## config.mk

```make
export PLATFORM = sky130hd
export DESIGN_NAME = bram_sum_reader
export DESIGN_NICKNAME = d
export VERILOG_FILES = /design/src/rtl/bram_sum_reader.sv
export SDC_FILE = /design/constraint.sdc
export NUM_CORES = 1
export LEC_CHECK = 0
export BUFFER_PORTS_ARGS = -buffer_cell sky130_fd_sc_hd__clkbuf_2
export CELL_PAD_IN_SITES_DETAIL_PLACEMENT = 0
export CELL_PAD_IN_SITES_GLOBAL_PLACEMENT = 2
export CORE_MARGIN = 3
export CORE_UTILIZATION = 34
export CTS_CLUSTER_DIAMETER = 60
export DETAILED_ROUTE_END_ITERATION = 7
export GPL_ROUTABILITY_DRIVEN = 0
export PLACE_DENSITY = 0.76
export SYNTH_ARGS = -nofsm -noshare
export SYNTH_HDL_FRONTEND = slang
export SYNTH_SLANG_ARGS = --single-unit
export TNS_END_PERCENT = 20
```

## constraint.sdc

```tcl
create_clock -name clk -period 4.3 [get_ports clk]
set_input_delay 0.645 -clock clk [delete_from_list [all_inputs] [get_ports clk]]
set_output_delay 0.645 -clock clk [all_outputs]
set_load 0.03 [all_outputs]
```

## src/rtl/bram_sum_reader.sv

```systemverilog
// Reads a run of consecutive BRAM words (1-cycle read latency) and reports
// their unsigned sum with a one-cycle done pulse.
module bram_sum_reader #(
  parameter int ADDR_W = 3,
  parameter int DATA_W = 8,
  parameter int LEN_W  = 4,
  parameter int SUM_W  = 11
) (
  input  logic              clk,
  input  logic              rst_n,
  input  logic              start,
  input  logic [ADDR_W-1:0] base_addr,
  input  logic [LEN_W-1:0]  len,
  output logic              rd_en,
  output logic [ADDR_W-1:0] rd_addr,
  input  logic [DATA_W-1:0] rd_data,
  output logic              busy,
  output logic              done,
  output logic [SUM_W-1:0]  sum
);

  typedef enum logic [1:0] {IDLE, READ, DRAIN, DONE} state_t;

  localparam logic [LEN_W-1:0] MAX_LEN = LEN_W'(2 ** ADDR_W);

  state_t              state_q, state_d;
  logic                rd_en_q, rd_en_d;
  logic                rd_vld_q;
  logic [ADDR_W-1:0]   rd_addr_q, rd_addr_d;
  logic [LEN_W-1:0]    rem_q, rem_d;
  logic [SUM_W-1:0]    acc_q, acc_d;
  logic [SUM_W-1:0]    sum_q, sum_d;
  logic                busy_q, busy_d;
  logic                done_q, done_d;
  logic [LEN_W-1:0]    len_clamped;
  logic [SUM_W-1:0]    rd_word;

  assign len_clamped = (len > MAX_LEN) ? MAX_LEN : len;
  // Bus contents are masked off unless a read was actually issued last cycle.
  assign rd_word     = rd_vld_q ? SUM_W'(rd_data) : '0;

  always_comb begin
    state_d   = state_q;
    rd_en_d   = rd_en_q;
    rd_addr_d = rd_addr_q;
    rem_d     = rem_q;
    acc_d     = acc_q + rd_word;
    sum_d     = sum_q;
    busy_d    = busy_q;
    done_d    = 1'b0;

    case (state_q)
      IDLE: begin
        if (start) begin
          acc_d = '0;
          if (len_clamped != '0) begin
            rem_d     = len_clamped - 1'b1;
            rd_en_d   = 1'b1;
            rd_addr_d = base_addr;
            busy_d    = 1'b1;
            state_d   = READ;
          end else begin
            // Empty job passes through DRAIN so done still lands one edge later.
            state_d = DRAIN;
          end
        end
      end
      READ: begin
        if (rem_q == '0) begin
          rd_en_d = 1'b0;
          state_d = DRAIN;
        end else begin
          rd_addr_d = rd_addr_q + 1'b1;
          rem_d     = rem_q - 1'b1;
        end
      end
      DRAIN: begin
        sum_d   = acc_q + rd_word;
        done_d  = 1'b1;
        busy_d  = 1'b0;
        state_d = DONE;
      end
      DONE: begin
        state_d = IDLE;
      end
      default: state_d = IDLE;
    endcase
  end

  always_ff @(posedge clk or negedge rst_n) begin
    if (!rst_n) begin
      state_q   <= IDLE;
      rd_en_q   <= 1'b0;
      rd_vld_q  <= 1'b0;
      rd_addr_q <= '0;
      rem_q     <= '0;
      acc_q     <= '0;
      sum_q     <= '0;
      busy_q    <= 1'b0;
      done_q    <= 1'b0;
    end else begin
      state_q   <= state_d;
      rd_en_q   <= rd_en_d;
      rd_vld_q  <= rd_en_q;
      rd_addr_q <= rd_addr_d;
      rem_q     <= rem_d;
      acc_q     <= acc_d;
      sum_q     <= sum_d;
      busy_q    <= busy_d;
      done_q    <= done_d;
    end
  end

  assign rd_en   = rd_en_q;
  assign rd_addr = rd_addr_q;
  assign busy    = busy_q;
  assign done    = done_q;
  assign sum     = sum_q;

endmodule
```

==> impl_metrics.yaml <==
routing:
  postRouteWirelength_mm: 4.99
  dr_total_vias: 1727
  via_per_inst: 5.22
  ant_nets: 0
  dr.pass1.iters: 4
  wl_per_cell_um: 15.1
  drc_errors: 0
  initialDrtViolationCount: 39
synth:
  synth_nets: 254
  ys.warnings.count: 0
  synth_top_family_by_area: "compound AO/OA/AOI/OAI gates"
  ys_top_cells_by_area: "dfrtp_1, ha_1, a21oi_1, mux2i_1, nand2_1"
  synth.top_cells.by_count: "dfrtp_1, nand2_1, nor2_1, a21oi_1, ha_1"
  synth_top_area_share: 0.404
  postSynthAreaPerCell_um2: 9.77
  ys.flop_type: "dfrtp_1"
  postSynth.asyncResetShare: 1.00
  synth_seq_cells: 35
  synth_largest_area_cell: "dfrtp_1"
  synthSimpleGateAreaFrac: 0.178
  seq_area_frac_synth: 0.404
  yosys.area_share.adder: 0.0842
  synthMostInstantiatedCell: "dfrtp_1"
  syn_inst: 222
  muxShareOfSynthArea: 0.0479
  synth_xor_area_frac: 0.0161
  synth_compound_area_frac: 0.223
  synth_edf_count: 0
  synth.distinct_cells: 55
  synth_area_um2: 2170
cts:
  cts_tree: "yes"
  clk_path_buf_depth: 2
  cts-root-buf: "clkbuf_8"
  worst_skew_pair.late_latency_ns: 0.30
  cts_num_sinks: 35
  cts_resized: 0
  htreeDepth: 2
  post_cts_buffers: 0
  cts-buffers-inserted: 5
  clk_pin_slew_ns: 0.08
  holdBufCountCts: 0
worst_setup_path:
  worstSetupPathType: "register to register"
  endpoint_kind: "register"
  required_ns: 4.53
  critPathCapture: "sum[9]"
  reg2reg_slack_ns: 1.93
  critical_path.slowest_cell: "clkinv_1"
  cp_max_fo: 17
  crit_cells: 6
  crit_start: "state_q[0]"
  cp_top_family: "buffers and inverters"
  cp_num_buf_inv: 2
  path_cells: "inv_1 -> ha_1 -> clkinv_1 -> nor3b_1 -> a221oi_1 -> nand3_1"
  start_kind: "register"
  worstRegToRegCells: 6
  cp.arrival_ns: 2.60
  slowest_delay_ns: 0.60
  reg2reg_to: "sum[9]"
  rr_startpoint: "state_q[0]"
timing:
  worst_pin_slew_ns: 0.915
  slew_headroom: 0.390
  setup_slack_ns: 1.93
  fin_crit_ns: 2.37
  setup_violations: 0
  hold_viol_final: 0
  finClkSkew_ns: 0.00659
  period_share: 0.551
  slew_viol_final: 0
  tns_ns: 0
  grt_setup_unrepaired: "false"
  fmax_ghz: 0.422
final_layout:
  nFillCells: 624
  seq_area_um2: 876
  fin_nets: 287
  antenna_cells: 0
  drive_gt1_frac: 0.207
  syn2layout_area_growth_pct: 14.7
  multi_input_area_um2: 1190
power_and_ir_drop:
  powerDensity_nw_per_um2: 895
  p_seq_frac: 0.281
  power_mw: 2.23
  switching_share: 0.470
  comb_power_share: 0.581
  p_sw_mw: 1.05
  p_leak_nw: 1.15
  peakVddDrop_uv: 308
  power_frac_clock: 0.138
  p_int_mw: 1.18
die:
  fp.dieW_um: 85.9
  floorplan.rows: 28
  dieArea_um2: 7380
  core_area_um2: 6060
  start_util: 0.358
  die_h_um: 85.9
  ios: 35
global_routing:
  first_global_vias: 1770
  grt_usage: 0.148
  antenna_found_initial: 0
  grt_first_pass_wirelength_mm: 8.57
  grt_max_degree: 36
  globalRoute.totalOverflow: 0
min_path:
  hold_class: "register to register"
place:
  port-buffer-count: 34
  hpwl_mm: 3.59
  dp_slack_ns: 1.81
run:
  max-cap-violations: 0
run_status:
  status: "finished clean"
## area by class of cell
type | instances | share of cell area
clock buffers | 5 | 0.0277
repair buffers | 34 | 0.0684
inverters | 12 | 0.0181
clock inverters | 3 | 0.0176
well taps | 75 | 0.0377
flip-flops and latches | 35 | 0.352
multi-input cells | 167 | 0.479
## state kept, by name, summed over array words and instances (netlist names)
| register | cells |
|---|---|
| busy | 1 |
| rd_addr | 3 |
| rd_en | 1 |
| rd_vld_q | 1 |
| rem_q | 4 |
| acc_q | 11 |
| done | 1 |
| state_q | 2 |
| sum | 11 |
## routing by layer
metal	global-route usage	up-vias	wire (um)
met5	0	-	0
met4	0.0547	0	74
met3	0.0355	7	195
met2	0.245	29	2410
met1	0.186	818	2320
li1	-	873	-
## how the worst min path moves through the flow
stage / from / endpoint / cells after the start
after floorplan: rst_n / acc_q[0] / 0
after global placement: rd_en / rd_vld_q / 0
after detailed placement: rd_en / rd_vld_q / 0
after CTS: rd_en / rd_vld_q / 0
after global routing: rd_en / rd_vld_q / 0
final: rd_en / rd_vld_q / 0
## worst register-to-register path, delay by kind of cell, from the launching register on
family / cells / cell delay, ns
AO/OA/AOI/OAI: 1 / 0.12
adder cells (fa/ha/maj): 1 / 0.56
buffers and inverters: 2 / 0.71
flip-flops: 1 / 0.38
AND/OR/NAND/NOR: 2 / 0.54
## cells in the final DEF (no fill, tap or decap), types with 2 or more instances in the layout
master | synthesis | layout
nand3b_1 | 4 | 4
a21oi_1 | 14 | 14
a22oi_1 | 2 | 2
nor3_1 | 3 | 3
and2_1 | 10 | 10
o21ai_0 | 12 | 12
dfrtp_1 | 35 | 35
o211a_1 | 2 | 2
a211oi_1 | 3 | 3
o211ai_1 | 3 | 3
nand2_1 | 17 | 17
o21a_1 | 2 | 2
a22o_1 | 2 | 2
nand3_1 | 8 | 8
clkbuf_2 | 0 | 34
a32oi_1 | 2 | 2
ha_1 | 13 | 13
a211o_1 | 2 | 2
mux2i_1 | 7 | 7
nor3b_1 | 4 | 4
xnor2_1 | 4 | 4
clkbuf_8 | 0 | 5
nor2_1 | 17 | 17
inv_1 | 11 | 11
mux2_2 | 3 | 3
a21o_1 | 3 | 3
o21ai_1 | 2 | 2
nand2b_1 | 5 | 5
## power groups by stage
stage	combinational [mW]	sequential [mW]	clock, mW
2_1_floorplan	0.897	0.758	0
3_3_place_gp	1.31	0.631	0
3_5_place_dp	1.31	0.634	0
4_1_cts	1.31	0.629	0.320
5_1_grt	1.46	0.653	0.342
6_report	1.29	0.626	0.308
## stage by stage
step	instances	hold slack, ns	utilization	area, um2
finish	331	0.432	0.411	2490
global route	331	0.468	0.411	2490
CTS	331	0.443	0.411	2490
detailed placement	323	0.421	0.392	2380
global placement	323	0.414	0.392	2380
floorplan	222	0.349	-	2170
## cells by family (layout without fill, tap and decap cells)
kind of cell,Yosys count,count (layout)
AND/OR/NAND/NOR,74,74
buffers and inverters,20,54
flip-flops,35,35
multiplexers,10,10
adder cells (fa/ha/maj),14,14
AO/OA/AOI/OAI,65,65
XOR/XNOR,4,4
Power figures use the tool's default switching activity.
